$ cat config.mk
export PLATFORM = sky130hd
export DESIGN_NAME = wb_select_stage
export DESIGN_NICKNAME = d
export VERILOG_FILES = /design/src/rtl/wb_pkg.sv /design/src/rtl/wb_skid_buffer.sv /design/src/rtl/wb_select_stage.sv
export SDC_FILE = /design/constraint.sdc
export NUM_CORES = 1
export LEC_CHECK = 0
export CAP_MARGIN = 10
export CORE_AREA = 10 10 155 157
export DETAILED_ROUTE_END_ITERATION = 8
export DIE_AREA = 0 0 165 167
export PLACE_DENSITY = 0.77
export SLEW_MARGIN = 5
export SYNTH_ARGS = -nofsm -noshare
export SYNTH_HDL_FRONTEND = slang
export SYNTH_SLANG_ARGS = --single-unit
$ cat constraint.sdc
create_clock -name clk -period 2.06 [get_ports clk]
set_clock_uncertainty 0.2 [all_clocks]
set_input_delay 0.206 -clock clk [delete_from_list [all_inputs] [get_ports clk]]
set_output_delay 0.206 -clock clk [all_outputs]
set_load 0.01 [all_outputs]
$ cat src/rtl/wb_pkg.sv
// Shared write-back select definitions: source codes,
// built-in constant and default stage geometry.
package wb_pkg;

  localparam int WB_N_SRC = 11;
  localparam int WB_SEL_W = 4;
  localparam int WB_CONST = 227;

  typedef enum logic [3:0] {
    SEL_ALU   = 4'd0,
    SEL_MDR   = 4'd1,
    SEL_LO    = 4'd2,
    SEL_HI    = 4'd3,
    SEL_SHIFT = 4'd4,
    SEL_SX16  = 4'd5,
    SEL_LUI   = 4'd6,
    SEL_SX1   = 4'd7,
    SEL_CONST = 4'd8,
    SEL_A     = 4'd9,
    SEL_B     = 4'd10
  } wb_sel_e;

endpackage

$ cat src/rtl/wb_skid_buffer.sv
// 2-entry valid/ready skid buffer (output reg + skid reg).
// Ports: in_valid/in_ready/in_data -> out_valid/out_ready/out_data.
module wb_skid_buffer #(
  parameter int DW = 37
) (
  input  logic          clk,
  input  logic          rst_n,
  input  logic          in_valid,
  output logic          in_ready,
  input  logic [DW-1:0] in_data,
  output logic          out_valid,
  input  logic          out_ready,
  output logic [DW-1:0] out_data
);

  logic          s_valid;
  logic [DW-1:0] s_data;
  logic          push;
  logic          pop;

  // Ready comes straight from a flop: no path from out_ready.
  assign in_ready = !s_valid;
  assign push     = in_valid && !s_valid;
  assign pop      = out_valid && out_ready;

  always_ff @(posedge clk or negedge rst_n) begin
    if (!rst_n) begin
      out_valid <= 1'b0;
      out_data  <= '0;
      s_valid   <= 1'b0;
      s_data    <= '0;
    end else if (pop) begin
      if (s_valid) begin
        out_data <= s_data;
        s_valid  <= 1'b0;
      end else if (push) begin
        out_data <= in_data;
      end else begin
        out_valid <= 1'b0;
      end
    end else if (push) begin
      if (!out_valid) begin
        out_valid <= 1'b1;
        out_data  <= in_data;
      end else begin
        s_valid <= 1'b1;
        s_data  <= in_data;
      end
    end
  end

endmodule

$ cat src/rtl/wb_select_stage.sv
// Write-back source select, $zero filter, error flag, beat counter.
// Ports: in_valid/in_ready/sel/src_flat/dst_addr in; out_* to regfile.
module wb_select_stage
  import wb_pkg::*;
#(
  parameter int WIDTH     = 32,
  parameter int N_SRC     = WB_N_SRC,
  parameter int SEL_W     = WB_SEL_W,
  parameter int CONST_IDX = int'(SEL_CONST),
  parameter int CONST_VAL = WB_CONST,
  parameter int ADDR_W    = 5,
  parameter int DROP_ZERO = 1,
  parameter int CNT_W     = 16
) (
  input  logic                   clk,
  input  logic                   reset,
  input  logic                   in_valid,
  output logic                   in_ready,
  input  logic [SEL_W-1:0]       sel,
  input  logic [N_SRC*WIDTH-1:0] src_flat,
  input  logic [ADDR_W-1:0]      dst_addr,
  output logic                   out_valid,
  input  logic                   out_ready,
  output logic [WIDTH-1:0]       out_data,
  output logic [ADDR_W-1:0]      out_addr,
  output logic                   sel_err,
  input  logic                   err_clr,
  output logic [CNT_W-1:0]       wb_count
);

  logic [WIDTH-1:0] sel_data;
  logic             sel_bad;
  logic             accept;
  logic             keep;

  always_comb begin
    sel_data = '0;
    sel_bad  = 1'b1;
    for (int i = 0; i < N_SRC; i++) begin
      if (sel == SEL_W'(i)) begin
        sel_bad  = 1'b0;
        sel_data = (i == CONST_IDX) ? WIDTH'(CONST_VAL)
                                    : src_flat[i*WIDTH +: WIDTH];
      end
    end
  end

  assign accept = in_valid && in_ready;
  // $zero beats are consumed here and never reach the buffer.
  assign keep   = !((DROP_ZERO != 0) && (dst_addr == '0));

  wb_skid_buffer #(
    .DW(ADDR_W + WIDTH)
  ) u_skid (
    .clk      (clk),
    .rst_n    (reset),
    .in_valid (in_valid && keep),
    .in_ready (in_ready),
    .in_data  ({dst_addr, sel_data}),
    .out_valid(out_valid),
    .out_ready(out_ready),
    .out_data ({out_addr, out_data})
  );

  always_ff @(posedge clk or negedge reset) begin
    if (!reset) begin
      sel_err  <= 1'b0;
      wb_count <= '0;
    end else begin
      if (accept && sel_bad) begin
        sel_err <= 1'b1;
      end else if (err_clr) begin
        sel_err <= 1'b0;
      end
      if (out_valid && out_ready) begin
        wb_count <= wb_count + CNT_W'(1);
      end
    end
  end

endmodule

# After elaboration in Yosys (flattened, before gate mapping)
# Index checks and enable logic that the tools add are counted.
# word_totals
inputBits	366
n_memories	0
latchBits	0
ramBits	0
ff_bits	93
output_inout_bits	56
mem_bits_ro	0
# classes
n_reduce_logical	17
shift	0
div	0
mux	36
add_sub_neg	1
n_mul	0
n_bitwise	1
eq_ne	13
order_cmp	0
# ops
operator	count
32-bit 2-to-1 mux	11
37-bit 2-to-1 mux	5
1-bit 2-to-1 mux	20
16-bit by 1-bit adder with 16-bit output (second input constant)	1
4-bit by 3-bit == test with 1-bit output (second input constant)	4
4-bit == test (second input constant)	3
3-bit AND reduction	3
4-bit by 2-bit == test with 1-bit output (second input constant)	2
2-bit nonzero test	4
2-bit != test (second input constant)	3
1-bit logical AND	5
5-bit logical NOT	1
4-bit by 1-bit == test with 1-bit output (second input constant)	1
4-bit logical NOT	1
1-bit logical NOT	2
2-bit AND reduction	1
1-bit NOT	1

# Logic depth before layout (Yosys ltp)
# Gate-level depths: netlist of run 1.
# depth
ltp_word	15
depth_mapped	9
depth_no_buf	5

# Hierarchy
# Synthesis of run 1 repeated with hierarchy kept, for this count alone.
# unflattened
cells_unflattened	604
hier_area_um2	7083.0
# by_module_without_submodules
module	seq_area_each_um2	cells_per_inst	area_per_inst_um2	n_inst
wb_skid_buffer	1901.8	297	3734.8	1
wb_select_stage	425.4	307	3348.2	1

# Worst setup path before layout of run 1
# Ideal clock, no wire load.
# synth_timing
path_kind	register to register
start	register u_skid.out_valid
end	register u_skid.out_data[10]
stages_incl_launch_ff	7
setup_time_ns	0.077
path_slack_ns	0.187
n_path_buf	2
t_arrival_ns	1.596
cell_sequence	dfrtp_1 > clkbuf_1 > nand2_1 > nor2_1 > clkbuf_1 > a22oi_1 > o21ai_1
# synth_between
elab_chain_len	3
elab_cells_between_ends	5
cone_classes	eq/ne: 1; mux: 1; reduce/logical: 3
# synth_lines
element	line	text
from (decl)	wb_skid_buffer.sv:11	output logic out_valid,
from (signal assigned)	wb_skid_buffer.sv:28	out_valid <= 1'b0;
from (signal assigned)	wb_skid_buffer.sv:39	out_valid <= 1'b0;
from (signal assigned)	wb_skid_buffer.sv:43	out_valid <= 1'b1;
1-bit logical AND	wb_skid_buffer.sv:24	assign pop = out_valid && out_ready;
2-bit != test (no line) or 2-bit nonzero test (tied branches)	--	
3-bit AND reduction (no line)	--	
to (signal assigned)	wb_skid_buffer.sv:34	out_data <= s_data;
to (signal assigned)	wb_skid_buffer.sv:37	out_data <= in_data;
to (signal assigned)	wb_skid_buffer.sv:44	out_data <= in_data;
to (decl)	wb_skid_buffer.sv:13	output logic [DW-1:0] out_data
# Parallel ways exist; a longest one is shown, timed or not.
# A chain may end at the register's enable or synchronous reset.

# Worst setup path after layout of run 1
# layout_timing
start	input port dst_addr[1]
end	register u_skid.s_data[31]
# layout_between
elab_chain_len	5
# layout_lines
element	line	text
from (decl)	wb_select_stage.sv:21	input logic [ADDR_W-1:0] dst_addr,
5-bit logical NOT	wb_select_stage.sv:50	assign keep = !((DROP_ZERO != 0) && (dst_addr == '0));
1-bit logical NOT	wb_select_stage.sv:50	
1-bit logical AND	wb_select_stage.sv:57	.in_valid (in_valid && keep),
1-bit logical AND	wb_skid_buffer.sv:23	assign push = in_valid && !s_valid;
3-bit AND reduction (no line)	--	
to (signal assigned)	wb_skid_buffer.sv:47	s_data <= in_data;
to (decl)	wb_skid_buffer.sv:17	logic [DW-1:0] s_data;
# No other way between the ends.

==> results of run 1 <==
through the flow:
step                      power, uW  std cells
after detailed placement       7610       1606
after global routing           9930       1627
final                          9380       1633
after floorplan                4990        902
after CTS                      9390       1623
after global placement         7490       1606
power by group through the flow:
stage / clock network [uW] / logic, uW / registers [uW]
6_report: 1770 / 4570 / 3040
5_1_grt: 1870 / 4940 / 3120
4_1_cts: 1790 / 4570 / 3030
3_5_place_dp: 0 / 4550 / 3060
3_3_place_gp: 0 / 4460 / 3020
2_1_floorplan: 0 / 1860 / 3130
worst max path at each step:
stage                                            to  cells past startpoint
floorplan           u_skid.out_data[10]$_DFFE_PN0P_                      6
global placement       u_skid.s_data[1]$_DFFE_PN0P_                      8
detailed placement  u_skid.out_data[16]$_DFFE_PN0P_                      9
CTS                                        in_ready                      3
global route           u_skid.s_data[6]$_DFFE_PN0P_                      8
finish                u_skid.s_data[31]$_DFFE_PN0P_                      8
metal layers:
layer,GRT usage,part of all wire,vias to the layer above
met4,0.0924,0.032,4
met2,0.455,0.49,471
met3,0.0900,0.10,79
li1,-,-,4380
met5,0,0.00070,-
met1,0.299,0.37,4537
synth_stat cells (22+ instances only):
library cell / instances / area share
dfrtp_1: 93 / 0.30
nand2_1: 71 / 0.034
nor2_1: 63 / 0.031
o21ai_1: 51 / 0.033
nor3_1: 46 / 0.030
o21ai_0: 42 / 0.027
mux2i_1: 40 / 0.052
a21oi_1: 35 / 0.023
buf_2: 35 / 0.023
a211oi_1: 34 / 0.033
clkbuf_1: 32 / 0.016
nor2b_1: 27 / 0.022
o22ai_1: 26 / 0.021
a22oi_1: 24 / 0.023
a221oi_1: 22 / 0.025
o22a_1: 22 / 0.025
cells by family (layout without fill, tap and decap cells):
family	Yosys count	after routing	share of synthesized area
flops	93	93	0.301
buf+inv	107	553	0.0769
simple gates	289	289	0.196
mux	41	41	0.0532
other cells	0	10	0
xor+xnor	15	15	0.0170
fa+ha+maj	1	1	0.00162
compound gates	356	356	0.355
flip-flops by register name, indices dropped and copies added, names as in the netlist:
register	count
sel_err	1
u_skid.out_valid	1
wb_count	16
u_skid.s_valid	1
u_skid.out_data	37
u_skid.s_data	37
what timing repair did:
item / in CTS / in global routing
endpoints found under the hold margin: 65 / 0
hold buffers: 1 / 0
resized for setup: 1 / 3
setup endpoints to repair: 57 / 3
cells in the final DEF (no fill, tap or decap), types with 7 or more instances in the layout:
master / netlist / routed
clkdlybuf4s50_1: 0 / 383
a222oi_1: 12 / 12
clkbuf_16: 0 / 9
o21ai_0: 42 / 42
nand2_1: 71 / 71
o32ai_2: 18 / 18
nor3_1: 46 / 46
a221oi_2: 10 / 10
xnor2_1: 12 / 12
a221oi_1: 22 / 22
buf_4: 8 / 114
a22oi_1: 24 / 24
nor3_2: 10 / 10
or3_1: 9 / 9
a221o_1: 8 / 8
inv_1: 15 / 15
nor2_1: 63 / 60
o22a_1: 22 / 22
nor2b_1: 27 / 26
diode_2: 0 / 10
o2bb2ai_1: 11 / 11
buf_12: 0 / 21
o21ai_1: 51 / 49
o22ai_1: 26 / 26
nand3_1: 11 / 11
a21oi_1: 35 / 35
nand2b_1: 21 / 20
a211oi_1: 34 / 33
o221ai_1: 7 / 7
dfrtp_1: 93 / 93
mux2i_1: 40 / 40
area by class of cell:
class	instances	area [um^2]	share of cell area
Timing Repair Buffer	522	5150	0.393
Multi-Input combinational cell	702	4880	0.373
Sequential cell	93	2330	0.178
Tap cell	275	344	0.0263
Clock buffer	9	225	0.0172
Clock inverter	7	87.6	0.00669
Inverter	15	56.3	0.00430
Antenna cell	10	25.0	0.00191
==> results.tsv, run 1 <==
metric	value	unit
outcome	completed	
final worst-path cycle share	0.957	
DR WL/cell	23.5	um
Pins Over Slew Limit	0	
CTS tree	built	
initial antenna violation count	9	
endpoint type of the worst setup path	register	
Initial Util	0.372	
Pwr Density	716	nW/um^2
# DRC	0	
slowest cell on the critical path	clkdlybuf4s50_1	
final net count	1710	
placed cell areas	12700	um^2
Ports	422	
Post-Route WL	38.3	mm
Die Area	27600	um^2
Synth Flop Type	dfrtp_1	
WP data required	2.08	ns
worst skew pair latency	0.35	ns
syn nets	1269	
fin crit period	1.97	ns
GRT Total Usage	0.266	
Worst setup SP type	primary input	
Detail Route Antenna Nets	0	
routability cong.	0.986	
vias in the first global route	9922	
Psw	3390	uW
reg-to-reg endpoint	u_skid.s_data[5]$_DFFE_PN0P_	
Clock power frac	0.189	
Comb power frac	0.488	
Final Hold Fails	0	
final instance area	13100	um^2
max frequency	507	MHz
first-pass GRT wire length	57.3	mm
Pre-Repair DR Iteration Count	9	
Synth-to-Final Area Change	69.1	%
critical path fanouts, max	8	
Max Buffers Root-to-Sink	2	
crit-path cells	clkdlybuf4s50_1, or3_1, buf_4, o21ai_4, buf_4, nor2_1, a21oi_1, a41oi_1	
Reg2Reg Launch Point	u_skid.s_valid$_DFFE_PN0P_	
max-cap viol count	0	
synth warn	0	
r2r worst-path depth	6	
crit path kind	in -> reg	
clk sinks	93	
number of flops mapped to enable cells by yosys	0	
postcts setup bufs	0	
Initial DRC Count	727	
cell mode on critical path	buf_4	
cell count after synthesis	902	
worst reg2reg setup slack	0.19	ns
Internal Power	5990	uW
routed via count	9471	
core area	20800	um^2
Distinct cells, synth	70	
hold_ws	0.146	ns
Hold Crit Class	in -> async	
Port Buffer Count	389	
hpwl dp	31.5	mm
switch share	0.362	
largest net degree at the start of global routing	44	
Setup TNS	0	ns
RSZ-0062 raised after global routing	false	
H-Tree Depth	3	
sequential share of power	0.324	
synthesized flop and latch total	93	
Crit. Startpoint	dst_addr[1]	
Vert. Die Dim	167	um
total CTS buffers	9	
dpl ws	-0.488	ns
Rows	53	
Seq/Total Area, Yosys	0.301	
Avg Inst Size Synth	8.58	um^2
setup ws final	0.0885	ns
Async SR Flop Fraction	1.00	
layout cells sized above 1	0.159	
CP bufs+invs	3	
maximum VDD drop	376	uV
Slew headroom	0.700	
total grt overflow	0	
fill cell count	1829	
Slew @ Worst Pin	0.450	ns
Worst EP arrival	1.99	ns
clock-pin slew on the worst setup and hold paths	0.08	ns
Leak	0.00516	uW
endpoints failing setup	0	
clk root buf	clkbuf_16	
mapped cell area	7740	um^2
post-layout util	0.629	
cell family with most CP delay	buffers and inverters	
slowest stage delay, CP	0.50	ns
Via density	5.80	
Die W	165	um
Power figures use the tool's default switching activity.
==> run 2, diff against run 1 <==
--- a/config.mk
+++ b/config.mk
@@ -10,6 +10,7 @@
 export DETAILED_ROUTE_END_ITERATION = 8
 export DIE_AREA = 0 0 165 167
 export PLACE_DENSITY = 0.77
+export REMOVE_ABC_BUFFERS = 1
 export SLEW_MARGIN = 5
 export SYNTH_ARGS = -nofsm -noshare
 export SYNTH_HDL_FRONTEND = slang
==> constraint.sdc (replaced) <==
create_clock -name clk -period 2.06 [get_ports clk]
set_clock_uncertainty 0.2 [all_clocks]
set_input_delay 0.412 -clock clk [delete_from_list [all_inputs] [get_ports clk]]
set_output_delay 0.412 -clock clk [all_outputs]
set_load 0.01 [all_outputs]
==> results.tsv, run 2 (synthesis gave the netlist of run 1 again) <==
metric	value	unit
routability cong.	0.936	
vias in the first global route	10100	
Ports	422	
Die W	165	um
max frequency	498	MHz
layout cells sized above 1	0.176	
Max Buffers Root-to-Sink	2	
critical path fanouts, max	17	
most frequent cells in the layout	clkdlybuf4s50_1, buf_4, dfrtp_1	
H-Tree Depth	3	
Worst setup SP type	primary input	
total CTS buffers	9	
Die Area	27600	um^2
Leak	0.00529	uW
endpoint type of the worst setup path	register	
initial antenna violation count	6	
# DRC	0	
Final Hold Fails	0	
Hold Crit Class	in -> reg	
clk root buf	clkbuf_16	
crit path kind	in -> reg	
WP data required	2.08	ns
largest net degree at the start of global routing	35	
total grt overflow	0	
Post-Route WL	39.8	mm
CTS tree	built	
Layout Cells excl Fill	1645	
post-layout util	0.640	
Pins Over Slew Limit	0	
Slew @ Worst Pin	0.436	ns
maximum VDD drop	449	uV
outcome	completed	
DR WL/cell	24.2	um
Via density	5.92	
Detail Route Antenna Nets	0	
final net count	1728	
commonest non-fill, non-tap cell in the layout	clkdlybuf4s50_1	
Top Registers	u_skid.out_data x37, u_skid.s_data x37, wb_count x16	
final worst-path cycle share	0.974	
Cells after DPL	1615	
Port Buffer Count	389	
first-pass GRT wire length	59.3	mm
Total Power	9510	uW
Rows	53	
Vert. Die Dim	167	um
hpwl dp	31.4	mm
Initial Util	0.372	
worst skew pair latency	0.36	ns
Worst EP arrival	2.03	ns
routed via count	9737	
Synth-to-Final Area Change	72.0	%
Setup TNS	0	ns
Pwr Density	714	nW/um^2
core area	20800	um^2
Slew headroom	0.702	
GRT Total Usage	0.277	
clock-pin slew on the worst setup and hold paths	0.08	ns
clk sinks	93	
final instance area	13300	um^2
max-cap viol count	0	
fin crit period	2.01	ns
RSZ-0062 raised after global routing	false	
Initial DRC Count	945	
placed cell areas	12900	um^2
endpoints failing setup	0	
Pre-Repair DR Iteration Count	9	
[run 2: cell types whose count changed in the layout (fill, tap and decap cells not counted), moves of 3 or more]
cell and change:
dfrtp_1 -3, buf_6 +5, buf_4 +7, or3_4 +3
diode_2 -6, buf_12 +3, dfrtp_2 +3
[run 2: worst max-delay path, stage by stage]
cell and delay [ns]:
buf_4 0.25, buf_4 0.18, nand2_2 0.15, buf_4 0.22
nor3_2 0.16, a221oi_1 0.07, a222oi_1 0.44, o21ai_1 0.14
[run 2: layout make-up]
| class | count | area (um^2) |
|---|---|---|
| Tap cell | 275 | 344 |
| Inverter | 15 | 56.3 |
| Clock buffer | 9 | 225 |
| Sequential cell | 93 | 2330 |
| Timing Repair Buffer | 536 | 5310 |
| Multi-Input combinational cell | 706 | 4960 |
| Fill cell | 1791 | 7510 |
| Antenna cell | 4 | 10.0 |
| Clock inverter | 7 | 81.3 |
[run 2: path summary, 6_finish.rpt]
check,from,endpoint,slack [ns],cells after the start
max reg2reg,u_skid.s_valid$_DFFE_PN0P_,u_skid.out_data[20]$_DFFE_PN0P_,0.15,5
max in group asynchronous,reset,u_skid.out_valid$_DFFE_PN0P_,0.77,3
min reg2reg,u_skid.s_data[33]$_DFFE_PN0P_,u_skid.s_data[33]$_DFFE_PN0P_,0.28,2
max,sel[0],u_skid.s_data[4]$_DFFE_PN0P_,0.05,8
min,dst_addr[1],u_skid.s_data[33]$_DFFE_PN0P_,0.19,3
min in group asynchronous,reset,u_skid.s_data[2]$_DFFE_PN0P_,0.33,2
[run 2: power by group]
part	switching [uW]	internal, uW
sequential	509	2560
combinational	2190	2530
clock	858	867
total	3550	5960
[run 2: timing repair]
item | 4_1_cts | 5_1_grt
resized for setup | 11 | 14
endpoints found under the setup margin | 66 | 57
endpoints found under the hold margin | 25 | 0
hold buffers | 1 | 0
pin swaps | 4 | 5
cloned | 4 | 0
setup buffers | 1 | 4
[run 2: per-stage QoR]
| stage | hold WS (ns) | setup WS (ns) |
|---|---|---|
| CTS | 0.280 | 0.0115 |
| finish | 0.187 | 0.0535 |
| detailed placement | 0.159 | -0.645 |
| floorplan | -0.0836 | -1.58 |
| global route | 0.192 | 0.000180 |
| global placement | 0.154 | -0.580 |
[run 2: routing by layer]
layer  track usage  wire [um]  up-vias
li1              -          -     4416
met1         0.337      15500     4657
met2         0.458      19200      566
met3        0.0767       3870       94
met4        0.0882       1200        4
met5             0         27        -
